`src/rtl/writeback_stage_nlane_pkg.sv`:
```
// Shared flag indices, squash FSM states and sizing helper for the N-lane writeback stage.
package wb_pkg;

   localparam int FLG_MISPRED = 0;
   localparam int FLG_DEST    = 4;
   localparam int FLG_COND    = 5;

   typedef enum logic {
      IDLE   = 1'b0,
      SQUASH = 1'b1
   } squashState_e;

   // A single checkpoint still needs a one-bit index so the ports never collapse to zero width.
   function automatic int ckptLog(input int ckpt);
      return (ckpt > 1) ? $clog2(ckpt) : 1;
   endfunction

endpackage

```
`src/rtl/writeback_stage_nlane_if.sv`:
```
// Per-lane execute result bus feeding the writeback stage; the producer drives, the stage listens.
interface writeback_stage_nlane_if #(
   parameter int NUM_LANES = 4,
   parameter int CKPT      = 4,
   parameter int FLAGS_W   = 6,
   parameter int PHYS_W    = 7,
   parameter int AL_W      = 7,
   parameter int IQ_W      = 5,
   parameter int DATA_W    = 32
);

   logic [NUM_LANES-1:0]              valid;
   logic [NUM_LANES-1:0][CKPT-1:0]    mask;
   logic [NUM_LANES-1:0][FLAGS_W-1:0] flags;
   logic [NUM_LANES-1:0][PHYS_W-1:0]  phys;
   logic [NUM_LANES-1:0][AL_W-1:0]    al;
   logic [NUM_LANES-1:0][IQ_W-1:0]    iq;
   logic [NUM_LANES-1:0][DATA_W-1:0]  data;

   modport master (output valid, mask, flags, phys, al, iq, data);
   modport slave  (input  valid, mask, flags, phys, al, iq, data);

endinterface

```
`src/rtl/writeback_stage_nlane_lane.sv`:
```
// One lane's result register: drops arrivals dependent on a squashed checkpoint and clears resolved mask bits.
module wb_lane_reg #(
   parameter int CKPT    = 4,
   parameter int FLAGS_W = 6,
   parameter int PHYS_W  = 7,
   parameter int AL_W    = 7,
   parameter int IQ_W    = 5,
   parameter int DATA_W  = 32
) (
   input  logic               clk,
   input  logic               reset,
   input  logic               valid_i,
   input  logic [CKPT-1:0]    mask_i,
   input  logic [FLAGS_W-1:0] flags_i,
   input  logic [PHYS_W-1:0]  phys_i,
   input  logic [AL_W-1:0]    al_i,
   input  logic [IQ_W-1:0]    iq_i,
   input  logic [DATA_W-1:0]  data_i,
   input  logic [CKPT-1:0]    clrMask_i,
   input  logic [CKPT-1:0]    dropMask_i,
   output logic               valid_o,
   output logic [CKPT-1:0]    mask_o,
   output logic [FLAGS_W-1:0] flags_o,
   output logic [PHYS_W-1:0]  phys_o,
   output logic [AL_W-1:0]    al_o,
   output logic [IQ_W-1:0]    iq_o,
   output logic [DATA_W-1:0]  data_o
);

   logic               valid_q, valid_d;
   logic [CKPT-1:0]    mask_q, mask_d;
   logic [FLAGS_W-1:0] flags_q, flags_d;
   logic [PHYS_W-1:0]  phys_q, phys_d;
   logic [AL_W-1:0]    al_q, al_d;
   logic [IQ_W-1:0]    iq_q, iq_d;
   logic [DATA_W-1:0]  data_q, data_d;

   // The filter looks at the raw arrival mask; the resolved-bit clear applies to whatever ends up stored.
   always_comb begin
      valid_d = valid_i & ~(|(mask_i & dropMask_i));
      mask_d  = mask_q & ~clrMask_i;
      flags_d = flags_q;
      phys_d  = phys_q;
      al_d    = al_q;
      iq_d    = iq_q;
      data_d  = data_q;
      if (valid_i) begin
         mask_d  = mask_i & ~clrMask_i;
         flags_d = flags_i;
         phys_d  = phys_i;
         al_d    = al_i;
         iq_d    = iq_i;
         data_d  = data_i;
      end
   end

   always_ff @(posedge clk) begin
      if (reset) begin
         valid_q <= 1'b0;
         mask_q  <= '0;
         flags_q <= '0;
         phys_q  <= '0;
         al_q    <= '0;
         iq_q    <= '0;
         data_q  <= '0;
      end else begin
         valid_q <= valid_d;
         mask_q  <= mask_d;
         flags_q <= flags_d;
         phys_q  <= phys_d;
         al_q    <= al_d;
         iq_q    <= iq_d;
         data_q  <= data_d;
      end
   end

   assign valid_o = valid_q;
   assign mask_o  = mask_q;
   assign flags_o = flags_q;
   assign phys_o  = phys_q;
   assign al_o    = al_q;
   assign iq_o    = iq_q;
   assign data_o  = data_q;

endmodule

```
`src/rtl/writeback_stage_nlane.sv`:
```
// N-lane writeback stage: registers lane results, resolves branches, squashes dependents and counts writebacks.
module writeback_stage_nlane
   import wb_pkg::*;
#(
   parameter int NUM_LANES     = 4,
   parameter int CTRL_LANE     = 2,
   parameter int LSU_LANE      = 3,
   parameter int DATA_W        = 32,
   parameter int PHYS_W        = 7,
   parameter int AL_W          = 7,
   parameter int IQ_W          = 5,
   parameter int CKPT          = 4,
   parameter int CTI_W         = 4,
   parameter int PC_W          = 32,
   parameter int FLAGS_W       = 6,
   parameter int WB_FLAGS_W    = 4,
   parameter int SQUASH_CYCLES = 2,
   parameter int CNT_W         = 16,
   localparam int CKPT_LOG     = ckptLog(CKPT)
) (
   input  logic                                       clk,
   input  logic                                       reset,
   writeback_stage_nlane_if.slave                     exe_i,
   input  logic [CKPT_LOG-1:0]                        br_ckpt_i,
   input  logic [CTI_W-1:0]                           br_cti_i,
   input  logic [PC_W-1:0]                            br_target_i,
   input  logic                                       br_dir_i,
   input  logic [AL_W:0]                              ldviol_i,
   output logic [NUM_LANES-1:0]                       wb_valid_o,
   output logic [NUM_LANES-1:0][AL_W+WB_FLAGS_W-1:0]  wb_ctrl_o,
   output logic [NUM_LANES-1:0]                       byp_valid_o,
   output logic [NUM_LANES-1:0][PHYS_W-1:0]           byp_phys_o,
   output logic [NUM_LANES-1:0][DATA_W-1:0]           byp_data_o,
   output logic                                       agen_free_valid_o,
   output logic [IQ_W-1:0]                            agen_free_iq_o,
   output logic                                       ctrl_verified_o,
   output logic                                       ctrl_mispredict_o,
   output logic                                       ctrl_conditional_o,
   output logic [CKPT_LOG-1:0]                        ctrl_ckpt_o,
   output logic [CTI_W-1:0]                           ctrl_cti_o,
   output logic [PC_W-1:0]                            ctrl_target_o,
   output logic                                       ctrl_dir_o,
   output logic [AL_W:0]                              ldviol_o,
   output logic                                       squash_active_o,
   output logic [CNT_W-1:0]                           wb_count_o
);

   localparam int SQ_CNT_W = $clog2(SQUASH_CYCLES + 1);

   logic [NUM_LANES-1:0]              laneValid;
   logic [NUM_LANES-1:0][CKPT-1:0]    laneMask;
   logic [NUM_LANES-1:0][FLAGS_W-1:0] laneFlags;
   logic [NUM_LANES-1:0][PHYS_W-1:0]  lanePhys;
   logic [NUM_LANES-1:0][AL_W-1:0]    laneAl;
   logic [NUM_LANES-1:0][IQ_W-1:0]    laneIq;
   logic [NUM_LANES-1:0][DATA_W-1:0]  laneData;

   logic [CKPT_LOG-1:0] brCkpt_q;
   logic [CTI_W-1:0]    brCti_q;
   logic [PC_W-1:0]     brTarget_q;
   logic                brDir_q;
   logic [AL_W:0]       ldviol_q;

   squashState_e        state_q;
   logic [CKPT_LOG-1:0] sqCkpt_q;
   logic [SQ_CNT_W-1:0] sqCnt_q;
   logic                squashActive_q;

   logic [CNT_W-1:0]     count_q, count_d, wbPop;
   logic                 ver, mis;
   logic [CKPT-1:0]      ckptOneHot, sqOneHot, clrMask, dropMask;
   logic [NUM_LANES-1:0] squashVec;
   logic                 unusedLaneBits;

   for (genvar g = 0; g < NUM_LANES; g++) begin : gLane
      wb_lane_reg #(
         .CKPT    (CKPT),
         .FLAGS_W (FLAGS_W),
         .PHYS_W  (PHYS_W),
         .AL_W    (AL_W),
         .IQ_W    (IQ_W),
         .DATA_W  (DATA_W)
      ) uLane (
         .clk        (clk),
         .reset      (reset),
         .valid_i    (exe_i.valid[g]),
         .mask_i     (exe_i.mask[g]),
         .flags_i    (exe_i.flags[g]),
         .phys_i     (exe_i.phys[g]),
         .al_i       (exe_i.al[g]),
         .iq_i       (exe_i.iq[g]),
         .data_i     (exe_i.data[g]),
         .clrMask_i  (clrMask),
         .dropMask_i (dropMask),
         .valid_o    (laneValid[g]),
         .mask_o     (laneMask[g]),
         .flags_o    (laneFlags[g]),
         .phys_o     (lanePhys[g]),
         .al_o       (laneAl[g]),
         .iq_o       (laneIq[g]),
         .data_o     (laneData[g])
      );
   end

   assign ver        = laneValid[CTRL_LANE];
   assign mis        = ver & laneFlags[CTRL_LANE][FLG_MISPRED];
   assign ckptOneHot = CKPT'(1) << brCkpt_q;
   assign sqOneHot   = CKPT'(1) << sqCkpt_q;
   assign clrMask    = (ver && !mis) ? ckptOneHot : '0;

   // Arrivals are filtered in the mispredict cycle itself as well as for the whole SQUASH window.
   assign dropMask   = (mis ? ckptOneHot : '0) | ((state_q == SQUASH) ? sqOneHot : '0);

   always_comb begin
      squashVec   = '0;
      wb_valid_o  = '0;
      byp_valid_o = '0;
      wb_ctrl_o   = '0;
      for (int i = 0; i < NUM_LANES; i++) begin
         squashVec[i]   = mis && (|(laneMask[i] & ckptOneHot)) && (i != CTRL_LANE);
         wb_valid_o[i]  = laneValid[i] & ~squashVec[i];
         byp_valid_o[i] = laneValid[i] & laneFlags[i][FLG_DEST] & ~squashVec[i];
         wb_ctrl_o[i]   = {laneAl[i], laneFlags[i][WB_FLAGS_W-1:0]};
      end
   end

   assign byp_phys_o = lanePhys;
   assign byp_data_o = laneData;

   // The IQ entry is released even when the LSU result itself is squashed.
   assign agen_free_valid_o = laneValid[LSU_LANE];
   assign agen_free_iq_o    = laneIq[LSU_LANE];

   always_ff @(posedge clk) begin
      if (reset) begin
         brCkpt_q   <= '0;
         brCti_q    <= '0;
         brTarget_q <= '0;
         brDir_q    <= 1'b0;
         ldviol_q   <= '0;
      end else begin
         if (exe_i.valid[CTRL_LANE]) begin
            brCkpt_q   <= br_ckpt_i;
            brCti_q    <= br_cti_i;
            brTarget_q <= br_target_i;
            brDir_q    <= br_dir_i;
         end
         if (exe_i.valid[LSU_LANE]) begin
            ldviol_q <= ldviol_i;
         end
      end
   end

   assign ctrl_verified_o    = ver;
   assign ctrl_mispredict_o  = mis;
   assign ctrl_conditional_o = ver & laneFlags[CTRL_LANE][FLG_COND];
   assign ctrl_ckpt_o        = brCkpt_q;
   assign ctrl_cti_o         = brCti_q;
   assign ctrl_target_o      = brTarget_q;
   assign ctrl_dir_o         = brDir_q;
   assign ldviol_o           = ldviol_q;

   // A fresh mispredict always restarts the window on its own checkpoint, whatever the current state.
   always_ff @(posedge clk) begin
      if (reset) begin
         state_q        <= IDLE;
         sqCkpt_q       <= '0;
         sqCnt_q        <= '0;
         squashActive_q <= 1'b0;
      end else begin
         case (state_q)
            IDLE: begin
               if (mis) begin
                  state_q        <= SQUASH;
                  sqCkpt_q       <= brCkpt_q;
                  sqCnt_q        <= SQ_CNT_W'(SQUASH_CYCLES);
                  squashActive_q <= 1'b1;
               end
            end
            SQUASH: begin
               if (mis) begin
                  sqCkpt_q <= brCkpt_q;
                  sqCnt_q  <= SQ_CNT_W'(SQUASH_CYCLES);
               end else if (sqCnt_q == SQ_CNT_W'(1)) begin
                  state_q        <= IDLE;
                  sqCnt_q        <= '0;
                  squashActive_q <= 1'b0;
               end else begin
                  sqCnt_q <= sqCnt_q - SQ_CNT_W'(1);
               end
            end
            default: begin
               state_q        <= IDLE;
               squashActive_q <= 1'b0;
            end
         endcase
      end
   end

   assign squash_active_o = squashActive_q;

   // The visible count already includes this cycle's writebacks.
   always_comb begin
      wbPop = '0;
      for (int i = 0; i < NUM_LANES; i++) begin
         wbPop = wbPop + CNT_W'(wb_valid_o[i]);
      end
      count_d = count_q + wbPop;
   end

   always_ff @(posedge clk) begin
      if (reset) begin
         count_q <= '0;
      end else begin
         count_q <= count_d;
      end
   end

   assign wb_count_o     = count_d;
   assign unusedLaneBits = ^{laneIq, laneFlags};

endmodule

```
`src/flat_wrapper.sv`:
```
// flat-port wrapper written by rule: the top's interface ports become plain ports
module writeback_stage_nlane_flat import wb_pkg::*;
#(
   parameter int NUM_LANES     = 4,
   parameter int CTRL_LANE     = 2,
   parameter int LSU_LANE      = 3,
   parameter int DATA_W        = 32,
   parameter int PHYS_W        = 7,
   parameter int AL_W          = 7,
   parameter int IQ_W          = 5,
   parameter int CKPT          = 4,
   parameter int CTI_W         = 4,
   parameter int PC_W          = 32,
   parameter int FLAGS_W       = 6,
   parameter int WB_FLAGS_W    = 4,
   parameter int SQUASH_CYCLES = 2,
   parameter int CNT_W         = 16,
   localparam int CKPT_LOG     = ckptLog(CKPT)
)
  (clk, reset, br_ckpt_i, br_cti_i, br_target_i, br_dir_i, ldviol_i, wb_valid_o, wb_ctrl_o, byp_valid_o, byp_phys_o, byp_data_o, agen_free_valid_o, agen_free_iq_o, ctrl_verified_o, ctrl_mispredict_o, ctrl_conditional_o, ctrl_ckpt_o, ctrl_cti_o, ctrl_target_o, ctrl_dir_o, ldviol_o, squash_active_o, wb_count_o, exe_i_valid, exe_i_mask, exe_i_flags, exe_i_phys, exe_i_al, exe_i_iq, exe_i_data);
  writeback_stage_nlane_if #(.NUM_LANES(NUM_LANES), .CKPT(CKPT), .FLAGS_W(FLAGS_W), .PHYS_W(PHYS_W), .AL_W(AL_W), .IQ_W(IQ_W), .DATA_W(DATA_W)) exe_i_i ();
  input  logic clk;
  input  logic reset;
  input  logic [CKPT_LOG-1:0] br_ckpt_i;
  input  logic [CTI_W-1:0] br_cti_i;
  input  logic [PC_W-1:0] br_target_i;
  input  logic br_dir_i;
  input  logic [AL_W:0] ldviol_i;
  output logic [NUM_LANES-1:0] wb_valid_o;
  output logic [NUM_LANES-1:0][AL_W+WB_FLAGS_W-1:0] wb_ctrl_o;
  output logic [NUM_LANES-1:0] byp_valid_o;
  output logic [NUM_LANES-1:0][PHYS_W-1:0] byp_phys_o;
  output logic [NUM_LANES-1:0][DATA_W-1:0] byp_data_o;
  output logic agen_free_valid_o;
  output logic [IQ_W-1:0] agen_free_iq_o;
  output logic ctrl_verified_o;
  output logic ctrl_mispredict_o;
  output logic ctrl_conditional_o;
  output logic [CKPT_LOG-1:0] ctrl_ckpt_o;
  output logic [CTI_W-1:0] ctrl_cti_o;
  output logic [PC_W-1:0] ctrl_target_o;
  output logic ctrl_dir_o;
  output logic [AL_W:0] ldviol_o;
  output logic squash_active_o;
  output logic [CNT_W-1:0] wb_count_o;
  input wire logic [$bits(exe_i_i.valid)-1:0] exe_i_valid;
  input wire logic [$bits(exe_i_i.mask)-1:0] exe_i_mask;
  input wire logic [$bits(exe_i_i.flags)-1:0] exe_i_flags;
  input wire logic [$bits(exe_i_i.phys)-1:0] exe_i_phys;
  input wire logic [$bits(exe_i_i.al)-1:0] exe_i_al;
  input wire logic [$bits(exe_i_i.iq)-1:0] exe_i_iq;
  input wire logic [$bits(exe_i_i.data)-1:0] exe_i_data;
  assign exe_i_i.valid = exe_i_valid;
  assign exe_i_i.mask = exe_i_mask;
  assign exe_i_i.flags = exe_i_flags;
  assign exe_i_i.phys = exe_i_phys;
  assign exe_i_i.al = exe_i_al;
  assign exe_i_i.iq = exe_i_iq;
  assign exe_i_i.data = exe_i_data;
  writeback_stage_nlane #(.NUM_LANES(NUM_LANES), .CTRL_LANE(CTRL_LANE), .LSU_LANE(LSU_LANE), .DATA_W(DATA_W), .PHYS_W(PHYS_W), .AL_W(AL_W), .IQ_W(IQ_W), .CKPT(CKPT), .CTI_W(CTI_W), .PC_W(PC_W), .FLAGS_W(FLAGS_W), .WB_FLAGS_W(WB_FLAGS_W), .SQUASH_CYCLES(SQUASH_CYCLES), .CNT_W(CNT_W)) u_core (.clk(clk), .reset(reset), .exe_i(exe_i_i), .br_ckpt_i(br_ckpt_i), .br_cti_i(br_cti_i), .br_target_i(br_target_i), .br_dir_i(br_dir_i), .ldviol_i(ldviol_i), .wb_valid_o(wb_valid_o), .wb_ctrl_o(wb_ctrl_o), .byp_valid_o(byp_valid_o), .byp_phys_o(byp_phys_o), .byp_data_o(byp_data_o), .agen_free_valid_o(agen_free_valid_o), .agen_free_iq_o(agen_free_iq_o), .ctrl_verified_o(ctrl_verified_o), .ctrl_mispredict_o(ctrl_mispredict_o), .ctrl_conditional_o(ctrl_conditional_o), .ctrl_ckpt_o(ctrl_ckpt_o), .ctrl_cti_o(ctrl_cti_o), .ctrl_target_o(ctrl_target_o), .ctrl_dir_o(ctrl_dir_o), .ldviol_o(ldviol_o), .squash_active_o(squash_active_o), .wb_count_o(wb_count_o));
endmodule
```
`config.mk`:
```
export PLATFORM = sky130hd
export DESIGN_NAME = writeback_stage_nlane_flat
export DESIGN_NICKNAME = d
export VERILOG_FILES = /design/src/rtl/writeback_stage_nlane_pkg.sv /design/src/rtl/writeback_stage_nlane_if.sv /design/src/rtl/writeback_stage_nlane_lane.sv /design/src/rtl/writeback_stage_nlane.sv /design/src/flat_wrapper.sv
export SDC_FILE = /design/constraint.sdc
export NUM_CORES = 1
export LEC_CHECK = 0
export BUFFER_PORTS_ARGS = -buffer_cell sky130_fd_sc_hd__buf_2
export CAP_MARGIN = 5
export CORE_AREA = 2 2 224 226
export DETAILED_ROUTE_END_ITERATION = 12
export DIE_AREA = 0 0 226 228
export GPL_ROUTABILITY_DRIVEN = 0
export GPL_TIMING_DRIVEN = 0
export PLACE_DENSITY = 0.46
export SLEW_MARGIN = 20
export SYNTH_ARGS = -nofsm -noshare
export SYNTH_HDL_FRONTEND = slang
export SYNTH_HIERARCHICAL = 1
export SYNTH_SLANG_ARGS = --single-unit
```
`constraint.sdc`:
```
create_clock -name clk -period 3.8 [get_ports clk]
set_clock_uncertainty 0.05 [all_clocks]
set_input_delay 0.95 -clock clk [delete_from_list [all_inputs] [get_ports clk]]
set_output_delay 0.95 -clock clk [all_outputs]
set_load 0.05 [all_outputs]
```
==> results.py, run 1 <==
metrics = {
    "outcome": {
        "run_status": "finished, violations left",
        "violations": "negative setup slack",
    },
    "routing": {
        "avgRoutedWirePerCell_um": 16.7,
        "drt_iter0_drc": 345,
        "route.detailed.drc": 0,
        "vias": 9403,
        "drt.antenna.violating_nets": 0,
        "drt_first_pass_iters": 4,
        "drt_wl_total_um": 39000,
        "vias_per_cell": 4.02,
    },
    "power_and_ir_drop": {
        "p_seq_share_pct": 40.3,
        "vdd_ir_drop_max_mv": 0.284,
        "leakagePower_nw": 8.45,
        "clock_power_share_pct": 40.8,
        "comb_power_share_pct": 18.9,
        "power.internal_mw": 5.89,
        "swShare_pct": 29.8,
        "powerDensity_nw_per_um2": 503,
        "switchingPower_mw": 2.50,
    },
    "sta": {
        "whs_ns": 0.423,
        "setup-tns-final_ns": -13.17,
        "period_share_pct": 126,
        "max_freq_mhz": 209,
        "setup_ws_ns": -0.991,
        "slew_viol_final": 0,
        "fin_crit_ns": 4.79,
        "relSlewSlack_pct": 31.7,
        "worst_slew_pin_slew_ns": 1.02,
        "rsz0062_at_grt": "yes",
        "hold_violations": 0,
        "setup_violations": 16,
    },
    "critical_path": {
        "cp_slowest_stage_delay_ns": 0.54,
        "start_kind": "flop",
        "path_max_fanout": 4,
        "timing.critical_path.buf_inv": 4,
        "crit_chain": "buf_12 -> mux4_2 -> a21boi_4 -> inv_2 -> fa_1 -> fa_2 -> inv_2 -> fa_2 -> and4_4 -> nand3_4 -> nor2_4 -> xor2_4 -> buf_8",
        "critPathTopFamily": "adder cells",
        "cp_slowest_cell": "mux4_2",
        "worstPathRequired_ns": 2.80,
        "worst_setup_path_end_kind": "primary output",
        "crit_type": "reg -> out",
        "crit_arrival_ns": 3.79,
    },
    "floorplan": {
        "rows": 82,
        "die_area_um2": 51500,
        "initial_core_util_pct": 22.7,
        "io_pins": 578,
        "die_h_um": 228,
        "die_x_um": 226,
        "core_area_um2": 49300,
    },
    "finish": {
        "nets": 1944,
        "drive_gt1_share_pct": 43.7,
        "mostFrequentLayoutCell": "buf_2",
        "layout_common_cells": "buf_2, dfxtp_1, mux2i_1",
        "area_delta_synth_final_pct": 48.4,
    },
    "global_routing": {
        "grt.total_usage_pct": 14.7,
        "grt_max_degree": 13,
        "antenna_found_initial": 7,
        "grt_pass1_wl_um": 57600,
        "first_global_vias": 9596,
        "grt.overflow.total": 0,
    },
    "clocking": {
        "path_clk_slew_ns": 0.06,
        "cts_max_level": 2,
        "cts_buffers": 37,
        "root_buffer": "clkbuf_16",
        "insertion_delay_ns": 0.53,
        "cts.sinks": 295,
        "cts_buffer_depth": 3,
        "cts_tree": "done",
        "hold_buffers": 0,
    },
    "yosys": {
        "syn-cell-area_um2": 11200,
        "avgSynthCellArea_um2": 10.9,
        "synth.net_count": 1335,
        "yosys_warnings": 6,
        "netlist_instances": 1033,
    },
    "place": {
        "dpl.hpwl_um": 30500,
        "port_buffers": 554,
    },
    "job": {
        "maxCapViolCount": 0,
    },
    "worst_hold_path": {
        "hp-class": "reg -> reg",
    },
}
==> area by class of cell <==
type / count / area, um2
Antenna cell: 3 / 7.51
Buffer: 72 / 639
Clock buffer: 50 / 1030
Clock inverter: 9 / 120
Fill cell: 5148 / 32700
Inverter: 13 / 56.3
Multi-Input combinational cell: 652 / 4990
Sequential cell: 295 / 5910
Tap cell: 672 / 841
Timing Repair Buffer: 571 / 3060
==> repair_timing <==
| item | 4_1_cts | 5_1_grt |
|---|---|---|
| endpoints found under the setup margin | 16 | 16 |
| buffers inserted | 11 | 4 |
| pin swaps | 14 | 10 |
| resized for setup | 48 | 6 |
==> worst reg2reg max path, delay by kind of cell, from the launching register on <==
kind            cells  cell delay [ns]
fa+ha+maj           2             0.89
simple gates        2             0.42
buf+inv             4             0.47
mux                 2             0.84
compound gates      2             0.32
flops               1             0.36
==> power by group through the flow <==
stage	sequential [mW]	combinational [mW]	clock (mW)
6_report	3.38	1.59	3.42
5_1_grt	3.40	1.69	3.69
4_1_cts	3.38	1.61	3.58
3_5_place_dp	3.44	1.56	0
3_3_place_gp	3.44	1.55	0
2_1_floorplan	3.99	0.547	0
==> worst paths after layout <==
check,startpoint,endpoint,slack (ns),depth (start not counted)
setup reg to reg,u_core/ctrl_ckpt_o[0]$_SDFFE_PP0P_,u_core/count_q[13]$_SDFF_PP0_,0.33,12
hold / removal,u_core/sqCkpt_q[1]$_SDFFE_PP0P_,u_core/sqCkpt_q[1]$_SDFFE_PP0P_,0.42,2
hold reg to reg,u_core/sqCkpt_q[1]$_SDFFE_PP0P_,u_core/sqCkpt_q[1]$_SDFFE_PP0P_,0.42,2
setup / recovery,u_core/ctrl_ckpt_o[0]$_SDFFE_PP0P_,wb_count_o[12],-0.99,13
==> flip-flops by register name, summed over array words and instances (netlist names) <==
| name | flops |
|---|---|
| u_core/sqCnt_q | 2 |
| u_core/gLane.uLane/mask_o | 12 |
| u_core/ctrl_target_o | 32 |
| u_core/ldviol_o | 8 |
| u_core/ctrl_ckpt_o | 2 |
| u_core/sqCkpt_q | 2 |
| u_core/gLane.uLane/data_o | 128 |
| u_core/gLane.uLane/al_o | 28 |
| u_core/squash_active_o | 1 |
| u_core/gLane.uLane/flags_o | 21 |
| u_core/state_q | 1 |
| u_core/gLane.uLane/iq_o | 5 |
| u_core/gLane.uLane/phys_o | 28 |
| u_core/gLane.uLane/valid_o | 4 |
| u_core/ctrl_cti_o | 4 |
| u_core/count_q | 16 |
| u_core/ctrl_dir_o | 1 |
==> per-stage QoR <==
stage	area (um2)	std cells	setup slack, ns	power, mW	utilization (%)
CTS	16600	2330	-1.10	8.56	33.6
finish	16700	2337	-0.991	8.39	33.8
global route	16700	2336	-1.18	8.78	33.8
floorplan	11500	1033	-0.789	4.53	-
global placement	15200	2259	-0.809	4.99	30.7
detailed placement	15200	2261	-0.832	5.00	30.8
==> routing by layer <==
| layer | vias up | wire (um) | GRT usage, % |
|---|---|---|---|
| met1 | 4299 | 15800 | 17.0 |
| li1 | 4678 | - | - |
| met2 | 344 | 18900 | 25.4 |
| met5 | - | 62 | 0 |
| met3 | 72 | 3270 | 5.16 |
| met4 | 10 | 1010 | 4.59 |
Note: power is estimated with default switching activity, not from simulation.
==> run 2, diff against run 1 <==
- BUFFER_PORTS_ARGS: -buffer_cell sky130_fd_sc_hd__buf_2 -> unset
- CORE_AREA: 2 2 224 226 -> 2 2 223 225
- DIE_AREA: 0 0 226 228 -> 0 0 225 227
- DONT_BUFFER_PORTS: unset -> 1
- PLACE_DENSITY: 0.46 -> 0.36
- SETUP_SLACK_MARGIN: unset -> 0.02
==> run 2 against run 1 <==
  * Critical endpoint is now wb_count_o[8]
  * Combinational power fell by 57%
  * Global-route usage fell by 0.79 points
  * Final cell count fell by 26%
  * Flip-flop and latch count did not move
  * Non-clock buffer count fell by 561
  * The run still ends with negative setup slack left
  * Largest power group is now registers
==> results.py, run 2 (synthesis results as in run 1) <==
metrics = {
    "outcome": {
        "run_status": "finished, violations left",
        "violations": "negative setup slack",
    },
    "global_routing": {
        "grt.overflow.total": 0,
        "grt.total_usage_pct": 13.9,
        "antenna_found_initial": 3,
        "grt_pass1_wl_um": 52200,
        "first_global_vias": 7648,
        "grt_max_degree": 13,
    },
    "routing": {
        "drt_first_pass_iters": 6,
        "m1WireLength_um": 13200,
        "met3WireLength_um": 3990,
        "drt_iter0_drc": 237,
        "route.detailed.drc": 0,
        "wl_met2_um": 19200,
        "avgRoutedWirePerCell_um": 21.7,
        "drt_wl_total_um": 37500,
        "vias": 7447,
        "drt.antenna.violating_nets": 0,
        "highest_layer": "met4",
        "vias_per_cell": 4.30,
    },
    "floorplan": {
        "die_x_um": 225,
        "die_area_um2": 51100,
        "initial_core_util_pct": 23.1,
        "io_pins": 578,
        "rows": 81,
        "die_h_um": 227,
        "core_area_um2": 48500,
    },
    "sta": {
        "max_freq_mhz": 183,
        "slew_viol_final": 0,
        "fin_crit_ns": 5.46,
        "whs_ns": 0.413,
        "rsz0062_at_grt": "yes",
        "hold_violations": 0,
        "relSlewSlack_pct": 33.4,
        "setup_violations": 31,
        "period_share_pct": 144,
        "setup-tns-final_ns": -26.61,
        "setup_ws_ns": -1.66,
        "worst_slew_pin_slew_ns": 0.985,
    },
    "finish": {
        "area_delta_synth_final_pct": 22.7,
        "nets": 1383,
        "mostFrequentLayoutCell": "dfxtp_1",
        "drive_gt1_share_pct": 16.2,
        "fin_util_pct": 28.4,
        "largest_register_ffs": 128,
        "layout_common_cells": "dfxtp_1, mux2i_1, nor2_1",
    },
    "clocking": {
        "cts_max_level": 2,
        "cts_buffer_depth": 3,
        "insertion_delay_ns": 0.54,
        "hold_buffers": 0,
        "cts_buffers": 37,
        "path_clk_slew_ns": 0.05,
        "cts.sinks": 295,
        "root_buffer": "clkbuf_16",
        "cts_tree": "done",
    },
    "place": {
        "dpl_worst_slack_ns": -1.43,
        "port_buffers": 0,
        "dpl.hpwl_um": 29000,
    },
    "worst_hold_path": {
        "hp-class": "reg -> reg",
        "hold_path_depth": 2,
        "worstHoldStart": "u_core/sqCkpt_q[1]$_SDFFE_PP0P_",
        "worst_hold_path.endpoint": "u_core/sqCkpt_q[1]$_SDFFE_PP0P_",
    },
    "critical_path": {
        "crit_arrival_ns": 4.46,
        "reg2reg_depth": 12,
        "regToRegStartpoint": "u_core/ctrl_ckpt_o[1]$_SDFFE_PP0P_",
        "crit_chain": "buf_2 -> mux4_2 -> a21boi_4 -> inv_2 -> fa_1 -> fa_2 -> inv_2 -> fa_2 -> and4_4 -> nand4_1 -> xnor2_4",
        "timing.rr.end": "u_core/count_q[8]$_SDFF_PP0_",
        "crit_type": "reg -> out",
        "worstPathRequired_ns": 2.80,
        "worst_setup_path_end_kind": "primary output",
        "path_max_fanout": 10,
        "rrSetupSlack_ns": -0.43,
        "cp_slowest_stage_delay_ns": 0.59,
        "start_kind": "flop",
        "crit_start": "u_core/ctrl_ckpt_o[1]$_SDFFE_PP0P_",
        "cp_slowest_cell": "a21boi_4",
    },
    "job": {
        "maxCapViolCount": 0,
    },
    "power_and_ir_drop": {
        "vdd_ir_drop_max_mv": 0.350,
        "powerDensity_nw_per_um2": 594,
        "leakagePower_nw": 5.92,
    },
}
run 2: changes by cell type in the layout (fill, tap and decap cells not counted), sizes merged:
cell,before,now
buf,616,55
clkinv,6,7
clkbuf,77,79
inv,11,13
bufinv,3,2
run 2: worst max-delay path by stage:
stage / slack, ns / endpoint / cells past startpoint
6_report: -1.66 / wb_count_o[8] / 11
5_1_grt: -1.94 / wb_count_o[8] / 11
4_1_cts: -1.82 / wb_count_o[8] / 11
3_5_place_dp: -1.43 / wb_count_o[8] / 11
3_3_place_gp: -1.42 / wb_count_o[8] / 11
2_1_floorplan: -0.79 / wb_count_o[12] / 12
run 2: cell type report:
class / instances / area [um2]
well taps: 622 / 778
inverters: 13 / 56.3
multi-input cells: 652 / 5060
flip-flops and latches: 295 / 5920
clock buffers: 52 / 1090
fillers: 5050 / 34800
clock inverters: 11 / 113
repair buffers: 9 / 98.8
diodes: 3 / 7.51
plain buffers: 73 / 644
run 2: metal layers:
metal,vias to the layer above,track usage (%)
li1,3562,-
met1,3488,14.3
met2,340,24.8
met3,57,6.08
met4,0,5.94
met5,-,0
run 2: what timing repair did:
| action | 4_1_cts | 5_1_grt |
|---|---|---|
| resized for setup | 17 | 14 |
| pin swaps | 9 | 7 |
| buffers inserted | 4 | 5 |
| endpoints found under the setup margin | 35 | 33 |
run 2: where the power goes:
part           internal, mW  switching, mW  total [mW]
registers              3.28          0.707        3.99
logic                 0.293          0.384       0.678
clock network          2.14           1.38        3.51
total                  5.71           2.47        8.18
run 2: worst max-delay path, delay by kind of cell (launching register included):
| family | cells | cell delay, ns |
|---|---|---|
| adder cells (fa/ha/maj) | 3 | 1.04 |
| AO/OA/AOI/OAI | 1 | 0.59 |
| flip-flops | 1 | 0.49 |
| XOR/XNOR | 1 | 0.49 |
| buffers and inverters | 3 | 0.47 |
| AND/OR/NAND/NOR | 2 | 0.47 |
| multiplexers | 1 | 0.38 |
run 2: per-stage QoR:
stage	cell area [um2]	power, mW	std cells
finish	13800	8.18	1730
global route	13800	8.53	1729
CTS	13700	8.34	1722
detailed placement	12300	4.71	1655
global placement	12300	4.71	1655
floorplan	11500	4.53	1033
